[src/rtl/pe_pkg.sv]
// Shared widths, field-slice helpers and set-operation encodings for the
// coverage processing element.
package pe_pkg;

    typedef enum logic [1:0] {
        MODE_ANY      = 2'd0,
        MODE_ALL      = 2'd1,
        MODE_ONE      = 2'd2,
        MODE_TWO_PLUS = 2'd3
    } pe_mode_e;

    function automatic int diff_w(input int coord_w);
        return coord_w + 1;
    endfunction

    function automatic int sqr_w(input int coord_w);
        return 2 * coord_w + 3;
    endfunction

    function automatic int rsq_w(input int rad_w);
        return 2 * rad_w;
    endfunction

    function automatic int max_w(input int a, input int b);
        return (a > b) ? a : b;
    endfunction

    // Derived widths for the default 4-bit coordinate/radius configuration.
    localparam int DIFF_W = diff_w(4);
    localparam int SQR_W  = sqr_w(4);
    localparam int RSQ_W  = rsq_w(4);

    // A {x,y} pair holds x in the upper half and y in the lower half.
    function automatic int xy_x_lsb(input int coord_w);
        return coord_w;
    endfunction

    function automatic int xy_y_lsb(input int coord_w);
        return 0;
    endfunction

    function automatic int cent_lsb(input int idx, input int coord_w);
        return idx * 2 * coord_w;
    endfunction

    function automatic int rad_lsb(input int idx, input int rad_w);
        return idx * rad_w;
    endfunction

endpackage

[src/rtl/pe_dist_lane.sv]
// One circle's datapath: signed differences, squared distance and squared
// radius, then the boundary-mode compare against the S2 registers.
module pe_dist_lane
    import pe_pkg::*;
#(
    parameter int COORD_W = 4,
    parameter int RAD_W   = 4
) (
    input  logic               clk,
    input  logic               rst,
    input  logic               i_adv,
    input  logic [COORD_W-1:0] i_px,
    input  logic [COORD_W-1:0] i_py,
    input  logic [COORD_W-1:0] i_cx,
    input  logic [COORD_W-1:0] i_cy,
    input  logic [RAD_W-1:0]   i_rad,
    input  logic               i_edge_incl,
    output logic               o_cov
);

    localparam int L_DIFF_W = diff_w(COORD_W);
    localparam int L_SQR_W  = sqr_w(COORD_W);
    localparam int L_RSQ_W  = rsq_w(RAD_W);
    localparam int L_CMP_W  = max_w(L_SQR_W, L_RSQ_W);

    logic signed [L_DIFF_W-1:0] w_dx, w_dy;
    logic signed [L_DIFF_W-1:0] r_dx, r_dy;
    logic        [RAD_W-1:0]    r_rad;
    logic signed [L_SQR_W-1:0]  w_dxe, w_dye, w_sum;
    logic        [L_RSQ_W-1:0]  w_r2;
    logic        [L_SQR_W-1:0]  r_d2;
    logic        [L_RSQ_W-1:0]  r_r2;
    logic        [L_CMP_W-1:0]  w_d2x, w_r2x;

    assign w_dx = $signed({1'b0, i_px}) - $signed({1'b0, i_cx});
    assign w_dy = $signed({1'b0, i_py}) - $signed({1'b0, i_cy});

    // Sign-extend before squaring so negative differences square correctly.
    assign w_dxe = L_SQR_W'(r_dx);
    assign w_dye = L_SQR_W'(r_dy);
    assign w_sum = w_dxe * w_dxe + w_dye * w_dye;
    assign w_r2  = L_RSQ_W'(r_rad) * L_RSQ_W'(r_rad);

    always_ff @(posedge clk or posedge rst) begin
        if (rst) begin
            r_dx  <= '0;
            r_dy  <= '0;
            r_rad <= '0;
            r_d2  <= '0;
            r_r2  <= '0;
        end else if (i_adv) begin
            r_dx  <= w_dx;
            r_dy  <= w_dy;
            r_rad <= i_rad;
            r_d2  <= $unsigned(w_sum);
            r_r2  <= w_r2;
        end
    end

    assign w_d2x = L_CMP_W'(r_d2);
    assign w_r2x = L_CMP_W'(r_r2);
    assign o_cov = i_edge_incl ? (w_d2x <= w_r2x) : (w_d2x < w_r2x);

endmodule

[src/rtl/pe_cov_pipe.sv]
// Three-stage coverage PE: per-circle distance lanes, set operation over the
// coverage bits and a saturating per-frame hit counter under a global stall.
module pe_cov_pipe
    import pe_pkg::*;
#(
    parameter int NUM_CIRC = 3,
    parameter int COORD_W  = 4,
    parameter int RAD_W    = 4,
    parameter int CNT_W    = 8
) (
    input  logic                            clk,
    input  logic                            rst,
    input  logic                            in_valid,
    output logic                            in_ready,
    input  logic [2*COORD_W-1:0]            coord_i,
    input  logic [NUM_CIRC*2*COORD_W-1:0]   cent_i,
    input  logic [NUM_CIRC*RAD_W-1:0]       rad_i,
    input  logic [1:0]                      mode_i,
    input  logic                            edge_incl_i,
    input  logic                            last_i,
    output logic                            out_valid,
    input  logic                            out_ready,
    output logic [NUM_CIRC-1:0]             covered_o,
    output logic                            hit_o,
    output logic [CNT_W-1:0]                cnt_o,
    output logic                            frame_done_o
);

    localparam int PC_W = $clog2(NUM_CIRC + 1);

    logic                w_adv;
    logic                r_v1, r_v2, r_v3;
    pe_mode_e            r_mode1, r_mode2;
    logic                r_edge1, r_edge2;
    logic                r_last1, r_last2;
    logic [NUM_CIRC-1:0] w_cov;
    logic [PC_W-1:0]     w_pop;
    logic                w_hit;
    logic [CNT_W-1:0]    w_base, w_cnt_nxt;
    logic [NUM_CIRC-1:0] r_cov;
    logic                r_hit;
    logic [CNT_W-1:0]    r_cnt;
    logic                r_fd;

    assign w_adv    = !r_v3 | out_ready;
    assign in_ready = w_adv;

    for (genvar g = 0; g < NUM_CIRC; g++) begin : g_lane
        pe_dist_lane #(
            .COORD_W (COORD_W),
            .RAD_W   (RAD_W)
        ) u_lane (
            .clk         (clk),
            .rst         (rst),
            .i_adv       (w_adv),
            .i_px        (coord_i[xy_x_lsb(COORD_W) +: COORD_W]),
            .i_py        (coord_i[xy_y_lsb(COORD_W) +: COORD_W]),
            .i_cx        (cent_i[cent_lsb(g, COORD_W) + xy_x_lsb(COORD_W) +: COORD_W]),
            .i_cy        (cent_i[cent_lsb(g, COORD_W) + xy_y_lsb(COORD_W) +: COORD_W]),
            .i_rad       (rad_i[rad_lsb(g, RAD_W) +: RAD_W]),
            .i_edge_incl (r_edge2),
            .o_cov       (w_cov[g])
        );
    end

    always_comb begin
        w_pop = '0;
        for (int unsigned i = 0; i < NUM_CIRC; i++) begin
            w_pop = w_pop + PC_W'(w_cov[i]);
        end
    end

    always_comb begin
        w_hit = 1'b0;
        case (r_mode2)
            MODE_ANY:      w_hit = (w_pop != '0);
            MODE_ALL:      w_hit = (w_pop == PC_W'(NUM_CIRC));
            MODE_ONE:      w_hit = (w_pop == PC_W'(1));
            MODE_TWO_PLUS: w_hit = (w_pop >= PC_W'(2));
            default:       w_hit = 1'b0;
        endcase
    end

    // S3 only loads when its previous beat has left (or never existed), and
    // its registers hold across bubbles, so they already carry the committed
    // count; a frame_done beat makes the next beat start from zero.
    assign w_base    = r_fd ? '0 : r_cnt;
    assign w_cnt_nxt = (w_base == '1) ? w_base : w_base + CNT_W'(w_hit);

    always_ff @(posedge clk or posedge rst) begin
        if (rst) begin
            r_v1    <= 1'b0;
            r_v2    <= 1'b0;
            r_v3    <= 1'b0;
            r_mode1 <= MODE_ANY;
            r_mode2 <= MODE_ANY;
            r_edge1 <= 1'b0;
            r_edge2 <= 1'b0;
            r_last1 <= 1'b0;
            r_last2 <= 1'b0;
            r_cov   <= '0;
            r_hit   <= 1'b0;
            r_cnt   <= '0;
            r_fd    <= 1'b0;
        end else if (w_adv) begin
            r_v1    <= in_valid;
            r_mode1 <= pe_mode_e'(mode_i);
            r_edge1 <= edge_incl_i;
            r_last1 <= last_i;
            r_v2    <= r_v1;
            r_mode2 <= r_mode1;
            r_edge2 <= r_edge1;
            r_last2 <= r_last1;
            r_v3    <= r_v2;
            if (r_v2) begin
                r_cov <= w_cov;
                r_hit <= w_hit;
                r_cnt <= w_cnt_nxt;
                r_fd  <= r_last2;
            end
        end
    end

    assign out_valid    = r_v3;
    assign covered_o    = r_cov;
    assign hit_o        = r_hit;
    assign cnt_o        = r_cnt;
    assign frame_done_o = r_fd;

endmodule

[config.mk]
export PLATFORM = sky130hd
export DESIGN_NAME = pe_cov_pipe
export DESIGN_NICKNAME = d
export VERILOG_FILES = /design/src/rtl/pe_pkg.sv /design/src/rtl/pe_dist_lane.sv /design/src/rtl/pe_cov_pipe.sv
export SDC_FILE = /design/constraint.sdc
export NUM_CORES = 1
export LEC_CHECK = 0
export CELL_PAD_IN_SITES_DETAIL_PLACEMENT = 1
export CELL_PAD_IN_SITES_GLOBAL_PLACEMENT = 1
export CORE_UTILIZATION = 49
export CTS_BUF_LIST = sky130_fd_sc_hd__clkbuf_8
export DETAILED_ROUTE_END_ITERATION = 8
export PLACE_DENSITY = 0.83
export SYNTH_ARGS = -nofsm -noshare
export SYNTH_HDL_FRONTEND = slang
export SYNTH_SLANG_ARGS = --single-unit
[constraint.sdc]
create_clock -name clk -period 5.75 [get_ports clk]
set_input_delay 0.8625 -clock clk [delete_from_list [all_inputs] [get_ports clk]]
set_output_delay 0.8625 -clock clk [all_outputs]
set_load 0.005 [all_outputs]
Word level (Yosys, flattened, before mapping) --
Index checks and enable logic that the tools add are counted.
Storage, ports and cells: register bits after elaboration 123, input port bits 52, output and inout bits 15, word-level logic and storage cells 73
Cells by class: add/subtract/negate cells 12, $mul 9, magnitude comparators 7, equal/unequal tests 6, mux-type cells 6, bitwise gates (word level) 1, reductions and logical operators 4
Operators by type and width (count):
- $mul A5 B5 Y10 | 6
- $add A11 B11 Y11 | 3
- $le A11 B8 Y1 | 3
- $lt A11 B8 Y1 | 3
- $sub A4 B4 Y5 | 6
- $mul A4 B4 Y8 | 3
- $mux W8 | 2
- $add A8 B1 Y8 | 1
- $eq A8 B8 Y1 const B | 1
- $eq A2 B2 Y1 const B | 3
- $eq A2 B1 Y1 const B | 2
- $pmux W1 S4 | 1
- $mux W1 | 3
- $add A1 B1 Y2 | 1
- $add A2 B1 Y2 | 1
- $ge A2 B2 Y1 const B | 1
- $logic_not A2 Y1 | 1
- $reduce_and A2 Y1 | 1
- $reduce_bool A2 Y1 | 1
- $logic_not A1 Y1 | 1
- $or A1 B1 Y1 | 1

Logic depth before layout (Yosys ltp) --
Gate-level depths: netlist of the first run.
depth in word-level cells 8, gate-level depth with buffers 18, mapped depth without buffers 17

Cells and area by module --
A second synthesis of the first run with hierarchy kept.
Second synthesis, totals: cells, all modules 1219, area, all modules 12218.0 um^2
Modules (own cells, without submodules):
- pe_dist_lane (g_lane[1].u_lane) | instances 1, cells each 365, area an instance 3669.8 um^2
- pe_dist_lane (g_lane[0].u_lane) | instances 1, cells each 368, area an instance 3667.3 um^2
- pe_dist_lane (g_lane[2].u_lane) | instances 1, cells each 373, area an instance 3661.0 um^2
- pe_cov_pipe | instances 1, cells each 113, area an instance 1219.9 um^2

Least setup slack after synthesis of the first run --
No wires, ideal clock.
path kind reg-to-reg, start register g_lane[1].u_lane.r_dx[4], end register g_lane[1].u_lane.r_d2[9], library setup time 0.069 ns, arrival 4.289 ns, data required time 5.681 ns, setup slack 1.392 ns, stages on the path, launching flop included 16, clock period less this slack 4.358 ns, path through dfrtp_1 > clkbuf_1 > nand2b_1 > fa_1 > inv_1 > fa_1 > fa_1 > fa_1 > a21o_1 > a21oi_1 > o21bai_1 > a21oi_1 > xnor2_1 > ha_1 > or4_1 > nand3_1
On the way: cells in the longest elaborated chain, start to end 2
Ends and longest elaborated chain:
- from (decl) | RTL line pe_dist_lane.sv:27 | logic signed [L_DIFF_W-1:0] r_dx, r_dy;
- from (signal assigned) | RTL line pe_dist_lane.sv:52 | r_dx <= w_dx;
- $mul A5 B5 Y10 | RTL line pe_dist_lane.sv:41 | assign w_sum = w_dxe * w_dxe + w_dye * w_dye;
- $add A11 B11 Y11 | RTL line pe_dist_lane.sv:41
- to (signal assigned) | RTL line pe_dist_lane.sv:55 | r_d2 <= $unsigned(w_sum);
- to (decl) | RTL line pe_dist_lane.sv:31 | logic [L_SQR_W-1:0] r_d2;
Every way passes these cells. A chain may end at the register's enable or synchronous reset.

Worst setup path in the final report of the first run --
start register g_lane[2].u_lane.r_dy[4], end register g_lane[2].u_lane.r_d2[9]
On the way: cells in the longest elaborated chain, start to end 2
Ends and longest elaborated chain:
- from (decl) | RTL line pe_dist_lane.sv:27
- from (signal assigned) | RTL line pe_dist_lane.sv:53 | r_dy <= w_dy;
- $mul A5 B5 Y10 | RTL line pe_dist_lane.sv:41
- $add A11 B11 Y11 | RTL line pe_dist_lane.sv:41
- to (signal assigned) | RTL line pe_dist_lane.sv:55
- to (decl) | RTL line pe_dist_lane.sv:31
Every way passes these cells.

==> flow_metrics.py, run 1 <==
metrics = {
    "outcome": {
        "status": "complete, no violations",
    },
    "worst_setup_path": {
        "r2r_slack_ns": 1.08,
        "worstSetupStartpoint": "g_lane[2].u_lane.r_dy[4]",
        "worst-path-buf-inv": 2,
        "timing.rr.start": "g_lane[2].u_lane.r_dy[4]",
        "cp_common_cell": "ha_1",
        "crit_type": "flop to flop",
        "required_ns": 6.09,
        "cp.arrival_ns": 5.01,
        "cp_top_family": "adder cells",
        "path_cells": "and2_1 > ha_1 > inv_1 > fa_1 > fa_1 > inv_1 > ha_1 > a211oi_1 > o21bai_1 > a21oi_1 > xnor2_1 > ha_1 > nand2b_1 > nor2_1 > a221oi_1 > nand3_1",
        "cp-end-kind": "flop",
        "cp.depth": 16,
        "max_stage_delay_ns": 0.59,
        "startpoint_type": "flop",
        "reg2reg_to": "g_lane[2].u_lane.r_d2[9]",
        "r2r_cells": 16,
        "slowest_stage": "fa_1",
        "path_max_fanout": 9,
    },
    "clock_network": {
        "clock_latency_ns": 0.45,
        "cts_buffer_depth": 2,
        "clock-sinks": 120,
        "cts_setup_buffers": 0,
        "cts_made_buffers": 17,
        "clockRootBuffer": "clkbuf_8",
        "htree_levels": 4,
        "post_cts_resized": 0,
        "ctsHoldBuffers": 0,
        "cts_tree": "built",
        "clkSlewWorstSetupHoldPaths_ns": 0.09,
    },
    "layout": {
        "seq_area_um2": 3000,
        "fin_cells": 1695,
        "fillers": 2781,
        "areaGrowthSynthToFinish_pct": 11.5,
        "final_nets": 1665,
        "n_antenna_cell": 0,
        "drive_gt1_frac": 0.0334,
        "multi_input_area_um2": 7940,
    },
    "placement": {
        "dp_hpwl_um": 21800,
        "place_congestion": 0.809,
        "portBuffers": 66,
        "dp_cells": 1664,
    },
    "synthesis": {
        "syn-cell-area_um2": 11800,
        "synth_seq_cells": 120,
        "ys.flop_type": "dfrtp_1",
        "synth_top_area_frac": 0.255,
        "avgSynthCellArea_um2": 9.06,
        "synthArstFlopShare": 1.00,
        "synth_warnings": 0,
        "synth_compound_area_frac": 0.137,
        "synthXorXnorAreaFrac": 0.0565,
        "synth_area_leader_cell": "dfrtp_1",
        "muxShareOfSynthArea": 0,
        "synthTopCellsByArea": "dfrtp_1 (25%), ha_1 (17%), fa_1 (16%)",
        "synth-edff-count": 0,
        "ys_types": 51,
        "yosysSeqAreaShare": 0.255,
        "yosys.area_share.adder": 0.324,
        "synth_simple_gate_area_share": 0.155,
        "synth_top_family_by_area": "adder cells",
        "netlist_instances": 1301,
    },
    "drt": {
        "wire_per_inst_um": 16.4,
        "ant_nets": 0,
        "drc": 0,
        "drt_iter0_drc": 339,
        "drtPass1Iterations": 4,
        "wirelength_um": 27700,
        "viasPerCell": 5.29,
        "num_vias": 8972,
    },
    "global_routing": {
        "grt_pass1_wl_um": 47000,
        "grt_pass1_vias": 9665,
        "grt_max_degree": 128,
        "grt.total_usage": 0.242,
        "antenna_found_initial": 0,
        "grt_overflow": 0,
    },
    "floorplan": {
        "coreArea_um2": 23500,
        "die_w_um": 157,
        "ios": 67,
        "initial_core_util": 0.501,
        "die_h_um": 157,
        "dieArea_um2": 24700,
        "std_cell_rows": 56,
    },
    "min_path": {
        "hold_path_end": "r_last2",
        "min_path_cells": 2,
        "hold_path_class": "flop to flop",
        "hp-start": "r_last2",
    },
    "sta": {
        "slew_violations": 0,
        "hold_viol": 0,
        "setup_violations": 0,
        "tightest_slew_ns": 0.905,
        "fin_setup_tns_ns": 0,
        "finalCritPeriodShare": 0.813,
        "fin_crit_ns": 4.67,
        "clock_skew_ns": 0.0186,
        "clock.fmax_mhz": 214,
        "slew_headroom": 0.397,
        "rsz0062_at_grt": "false",
    },
    "flow_run": {
        "maxCapViolations": 0,
    },
}
-- worst max-delay path by stage --
stage | end | slack, ns
5_1_grt | g_lane[2].u_lane.r_d2[9] | 0.78
3_5_place_dp | g_lane[1].u_lane.r_d2[9] | 1.09
6_report | g_lane[2].u_lane.r_d2[9] | 1.08
2_1_floorplan | g_lane[1].u_lane.r_d2[9] | 1.39
4_1_cts | g_lane[1].u_lane.r_d2[9] | 1.06
3_3_place_gp | g_lane[1].u_lane.r_d2[9] | 1.30
-- final cells by class --
cell class	count	share of cell area
timing repair buffer	70	0.0526
inverter	190	0.0549
sequential	120	0.229
tap	319	0.0304
clock inverter	14	0.0115
multi-input combinational	965	0.604
clock buffer	17	0.0178
-- cells by family (layout without fill, tap and decap cells) --
family | after synthesis | after routing
xor gates and xnor gates | 76 | 76
DFF | 120 | 120
buffers and inverters | 219 | 291
AOI/OAI and AO/OA | 263 | 263
other | 1 | 4
and+or+nand+nor | 373 | 373
adders and majority gates | 249 | 249
-- worst min-delay path: cells and delay by family, from the launching register on --
kind	cells	cell delay, ns
simple gates	2	0.10
flops	1	0.35
-- per-stage QoR --
stage	cell area (µm²)	utilization	hold WS (ns)	setup WS [ns]
floorplan	11800	-	0.439	1.39
global placement	12800	0.542	0.455	1.30
detailed placement	12800	0.542	0.461	1.09
CTS	13100	0.558	0.477	1.06
global route	13100	0.558	0.501	0.780
finish	13100	0.558	0.474	1.08
-- per-layer routing --
layer	up-vias	routed length (µm)	global-route usage
li1	4390	-	-
met4	0	373	0.0638
met1	4456	12600	0.305
met5	-	0	0
met2	101	14100	0.435
met3	25	644	0.0314
-- cell usage in the layout, fill, tap and decap left out, types with 12 or more instances in the layout --
| master | count |
|---|---|
| nor2b_1 | 22 |
| ha_1 | 156 |
| o21a_1 | 12 |
| a21o_1 | 28 |
| o21bai_1 | 15 |
| nand2b_1 | 22 |
| nand2_1 | 157 |
| o21ai_0 | 75 |
| fa_1 | 93 |
| xor2_1 | 24 |
| inv_1 | 188 |
| xnor2_1 | 52 |
| a211oi_1 | 18 |
| clkdlybuf4s50_1 | 66 |
| and2_1 | 56 |
| dfrtp_1 | 120 |
| nand3_1 | 12 |
| nor2_1 | 61 |
| clkbuf_8 | 17 |
| a21oi_1 | 73 |
-- registers in the layout, indices dropped and copies added (netlist names), 2 cells and up --
| name | count |
|---|---|
| covered_o | 3 |
| g_lane.u_lane.r_r2 | 21 |
| g_lane.u_lane.r_dx | 15 |
| r_mode1 | 2 |
| r_mode2 | 2 |
| cnt_o | 8 |
| g_lane.u_lane.r_dy | 15 |
| g_lane.u_lane.r_rad | 12 |
| g_lane.u_lane.r_d2 | 33 |
-- synthesized netlist by cell type (2+ instances only) --
master	count
or4_1	3
xnor2_1	52
nand3_1	12
nand4b_1	3
nand3b_1	3
nand4_1	2
o21ai_0	75
nand2b_1	22
o22ai_1	4
dfrtp_1	120
o211ai_1	2
o31a_1	5
nor2b_4	3
o221a_2	2
and3_1	9
and4_1	3
a21oi_1	73
buf_6	2
and2_1	56
nor2b_1	22
ha_1	156
buf_2	8
xor2_1	24
o22a_1	2
a22o_1	9
a221oi_1	3
nor2_1	61
buf_1	5
fa_1	93
clkbuf_1	14
nor3_2	2
nor3_1	8
a21o_1	28
inv_1	189
o21ai_1	7
o21a_1	12
a211oi_1	18
nand2_1	157
o21bai_1	15
a31oi_1	2
nor3b_1	5
Power of run 1 is left out: the tool's default activity adds up to more than one toggle a clock period on the data nets, which glitch-free logic cannot reach.
==> run 2: changes to the inputs <==
==> constraint.sdc (replaced) <==
create_clock -name clk -period 4.65 [get_ports clk]
set_input_delay 0.6975 -clock clk [delete_from_list [all_inputs] [get_ports clk]]
set_output_delay 0.6975 -clock clk [all_outputs]
set_load 0.005 [all_outputs]
==> run 2 against run 1 <==
- maximum frequency is 4.9% higher
- die area stayed put
- clock skew is 0.0038 ns lower
- flip-flop and latch count stayed put
- via count is 2.1% higher
- core utilization is 0.71 points higher
- cell area is 1.3% higher
- global-route usage is 1.2 points higher
- sequential share of layout area is 0.15 points lower
- highest routed layer unchanged
- worst hold slack better by 0.0068 ns
- final cell count is 0.53% higher
- setup slack worse by 0.88 ns
==> flow_metrics.py, run 2 (synthesis results as in run 1) <==
metrics = {
    "drt": {
        "ant_nets": 0,
        "wire_per_inst_um": 17.4,
        "wirelength_um": 29600,
        "num_vias": 9164,
        "drc": 0,
        "drt_iter0_drc": 332,
        "viasPerCell": 5.38,
        "drtPass1Iterations": 7,
    },
    "placement": {
        "place_congestion": 0.818,
        "dp_slack_ns": 0.0584,
        "dp_hpwl_um": 22700,
        "post_dp_cell_area_um2": 12800,
        "portBuffers": 66,
    },
    "sta": {
        "setup_violations": 0,
        "tightest_slew_ns": 0.946,
        "slew_headroom": 0.369,
        "clock.fmax_mhz": 225,
        "setup_ws_ns": 0.197,
        "slew_violations": 0,
        "finalCritPeriodShare": 0.958,
        "fin_crit_ns": 4.45,
        "hold_viol": 0,
        "fin_hold_ws_ns": 0.481,
        "clock_skew_ns": 0.0148,
        "rsz0062_at_grt": "true",
    },
    "worst_setup_path": {
        "crit_type": "flop to flop",
        "cp-end-kind": "flop",
        "startpoint_type": "flop",
        "required_ns": 5.05,
        "cp.arrival_ns": 4.86,
        "path_max_fanout": 9,
    },
    "layout": {
        "layout_common_cells": "inv_1 (188), nand2_1 (157), ha_1 (153), dfrtp_1 (105), fa_1 (87)",
        "fin_util": 0.565,
        "drive_gt1_frac": 0.0636,
        "top_regs": "g_lane.u_lane.r_d2 (33), g_lane.u_lane.r_r2 (21)",
        "multi_input_area_um2": 8020,
        "areaGrowthSynthToFinish_pct": 12.9,
        "seq_area_um2": 3020,
        "largest_reg_flops": 33,
        "stdcell_area_um2": 13300,
        "top_register": "g_lane.u_lane.r_d2",
        "final_common_cell": "inv_1",
        "fillers": 2758,
        "final_nets": 1672,
    },
    "flow_run": {
        "maxCapViolations": 0,
    },
    "global_routing": {
        "grt_overflow": 0,
        "antenna_found_initial": 1,
        "grt.total_usage": 0.254,
        "grt_pass1_vias": 10137,
        "grt_max_degree": 97,
        "grt_pass1_wl_um": 49200,
    },
    "floorplan": {
        "coreArea_um2": 23500,
        "die_h_um": 157,
        "die_w_um": 157,
        "ios": 67,
        "std_cell_rows": 56,
        "dieArea_um2": 24700,
        "initial_core_util": 0.501,
    },
    "clock_network": {
        "cts_tree": "built",
        "cts_made_buffers": 17,
        "cts_buffer_depth": 2,
        "clockRootBuffer": "clkbuf_8",
        "clkSlewWorstSetupHoldPaths_ns": 0.09,
        "clock-sinks": 120,
        "htree_levels": 4,
        "ctsHoldBuffers": 0,
        "clock_latency_ns": 0.47,
    },
    "min_path": {
        "hold_path_class": "flop to flop",
    },
    "outcome": {
        "status": "complete, no violations",
    },
}
run 2: changes by cell type in the layout (fill, tap and decap cells not counted), sizes merged:
cell | before | now
buf | 4 | 11
inv | 192 | 199
clkinv | 8 | 4
bufinv | 2 | 1
clkinvlp | 2 | 1
diode | 0 | 1
run 2: layer usage:
| layer | routed length [µm] | up-vias | track usage | part of all wire |
|---|---|---|---|---|
| li1 | - | 4393 | - | - |
| met1 | 12700 | 4597 | 0.303 | 0.43 |
| met2 | 15500 | 122 | 0.466 | 0.52 |
| met3 | 652 | 52 | 0.0339 | 0.022 |
| met4 | 766 | 0 | 0.0888 | 0.026 |
| met5 | 0 | - | 0 | 0 |
run 2: repair_timing:
action / 4_1_cts / 5_1_grt
endpoints found under the setup margin: 0 / 7
setup buffers: 0 / 4
gates resized for setup: 0 / 35
run 2: worst paths after layout:
| path | endpoint | slack (ns) | depth (start not counted) | startpoint |
|---|---|---|---|---|
| worst max register to register | g_lane[0].u_lane.r_d2[9] | 0.20 | 15 | g_lane[0].u_lane.r_dy[0] |
| min in group asynchronous | cnt_o[2] | 0.77 | 2 | rst |
| max in group asynchronous | g_lane[1].u_lane.r_dy[4] | 2.93 | 3 | rst |
| worst min-delay path | g_lane[0].u_lane.r_d2[2] | 0.48 | 2 | g_lane[0].u_lane.r_d2[2] |
| worst max-delay path | g_lane[0].u_lane.r_d2[9] | 0.20 | 15 | g_lane[0].u_lane.r_dy[0] |
| worst min register to register | g_lane[0].u_lane.r_d2[2] | 0.48 | 2 | g_lane[0].u_lane.r_d2[2] |
run 2: per-stage QoR:
step	cells	setup TNS, ns
finish	1704	0
global route	1704	-0.0768
CTS	1699	0
detailed placement	1667	0
global placement	1667	0
floorplan	1304	0
run 2: final cells by class:
type                            count  share of cell area
Clock buffer                       17              0.0176
Inverter                          190              0.0542
Clock inverter                     15              0.0117
Tap cell                          319              0.0300
Antenna cell                        1            0.000188
Sequential cell                   120               0.227
Multi-Input combinational cell    965               0.603
Timing Repair Buffer               77              0.0568
run 2: critical path, stage by stage (launching register included):
cell	delay [ns]
dfrtp_2	0.47
nand2b_1	0.19
fa_1	0.50
inv_1	0.05
fa_1	0.56
fa_1	0.48
ha_1	0.32
a21o_1	0.18
a21oi_1	0.25
o21bai_1	0.10
a21oi_1	0.18
xnor2_1	0.11
ha_1	0.34
o21ai_0	0.13
or4_1	0.43
nand3_1	0.09
Power of run 2 is left out for the same reason.
==> variant (settings of run 1) <==
Reset style: synchronous (`rst`), changed in 2 clocked blocks.
--- a/src/rtl/pe_dist_lane.sv
+++ b/src/rtl/pe_dist_lane.sv
@@ -41,7 +41,7 @@
     assign w_sum = w_dxe * w_dxe + w_dye * w_dye;
     assign w_r2  = L_RSQ_W'(r_rad) * L_RSQ_W'(r_rad);
 
-    always_ff @(posedge clk or posedge rst) begin
+    always_ff @(posedge clk) begin
         if (rst) begin
             r_dx  <= '0;
             r_dy  <= '0;
--- a/src/rtl/pe_cov_pipe.sv
+++ b/src/rtl/pe_cov_pipe.sv
@@ -87,7 +87,7 @@
     assign w_base    = r_fd ? '0 : r_cnt;
     assign w_cnt_nxt = (w_base == '1) ? w_base : w_base + CNT_W'(w_hit);
 
-    always_ff @(posedge clk or posedge rst) begin
+    always_ff @(posedge clk) begin
         if (rst) begin
             r_v1    <= 1'b0;
             r_v2    <= 1'b0;
Behaviour: differs if rst is asserted again (counterexample within 4 cycles, from zero or initial values and one cycle with rst high); with rst held inactive, the same outputs for 4 cycles.
==> variant against run 1 <==
- final area shrank 2.0%
- wire length increased by 5.1%
- sequential cell count did not move
- via count up 7.2%
- synthesized area decreased by 2.0%
- non-clock buffer count is 1 higher
- worst setup slack better by 0.034 ns
- count of clock-buffer cells in the layout up 1
Power is left out: it rests on default switching activity, and per cell area and clock period it moved more than threefold.
==> variant: results (changes against run 1) <==
[clocking]
root_buffer=clkbuf_8

[grt]
grt_use_total=0.257  ; +0.0155
use_met2=0.460  ; +0.0255
use_met1=0.305  ; -0.000471
grt_pass1_wl_mm=49.6  ; +5.4%
grt_max_degree=93  ; -27%
grt_pass1_vias=10400  ; +7.4%

[sta]
skew_ns=0.0165  ; -0.00206 ns
slew_headroom=0.371  ; -0.0257

[place]
dp_hpwl_mm=22.4  ; +2.5%
place_congestion=0.802  ; -0.80%
dpl_cell_area_mm2=0.0125  ; -2.2%

[run_status]
outcome=complete, no violations

[logic_synthesis]
netlist_top_cells_area=dfxtp_1 21%, ha_1 17%, fa_1 16%
yosysSeqAreaShare=0.208  ; -0.0467
synth.distinct_cells=64  ; +25%
async_flop_share=0  ; -1.00

[cells_and_area]
drive_gt1_frac=0.0385  ; +0.00503
fin_nets=1716  ; +3.1%
nFillCells=2784  ; +0.11%

[setup_path]
r2r-end=g_lane[2].u_lane.r_d2[9]
cp-endpoint=g_lane[2].u_lane.r_d2[9]
crit_path_max_fanout=10  ; +1

[detailed_routing]
drtIter0Drc=410  ; +21%
vias=9615  ; +7.2%

[min_path]
min_to=g_lane[0].u_lane.r_d2[0]

==> variant: changes by cell type after synthesis, sizes merged, moves of 9 or more <==
cell,before,now
dfrtp,120,0
dfxtp,0,120
o21ai,82,33
a21oi,73,116
nand2,157,133
nand3,12,31
nor3,10,27
buf,15,30
a211oi,18,32
nor2b,25,38
nor2,61,72
a22o,9,0
xor2,24,15
==> variant: critical path: stages (launching register included) <==
cell      delay, ns
dfxtp_1        0.54
nand2b_1       0.13
fa_1           0.52
inv_1          0.06
fa_1           0.56
fa_1           0.47
ha_1           0.31
a21o_1         0.17
a21oi_1        0.24
o21bai_1       0.10
a21oi_1        0.21
xnor2_1        0.12
ha_1           0.22
or4_1          0.52
o22ai_1        0.16
or4_1          0.14
nand3_1        0.06
==> variant: layout make-up <==
cell class	count	area (µm²)	area share
sequential	120	2400	0.187
clock buffer	18	248	0.0192
inverter	189	709	0.0551
multi-input combinational	1018	8270	0.642
timing repair buffer	71	696	0.0540
clock inverter	14	163	0.0126
tap	313	392	0.0304
==> variant: routing by layer <==
layer / part of all wire / routed length, µm
met5: 0 / 0
met4: 0.035 / 1020
met3: 0.027 / 782
met2: 0.50 / 14500
met1: 0.44 / 12800
==> variant: cell families (layout without fill, tap and decap cells) <==
kind of cell,count (synthesis),in the layout,synth area share
adders and majority gates,247,247,0.329
DFF,120,120,0.208
xor gates and xnor gates,68,68,0.0516
muxes,1,1,0.000867
buffers and inverters,231,292,0.0779
and+or+nand+nor,428,428,0.186
AOI/OAI and AO/OA,268,268,0.146
other,1,6,0.000325
==> variant: through the flow <==
step                      instances  utilization
after floorplan                1369            -
after global placement         1711        0.546
after detailed placement       1711        0.546
after CTS                      1743        0.564
after global routing           1743        0.564
final                          1743        0.564
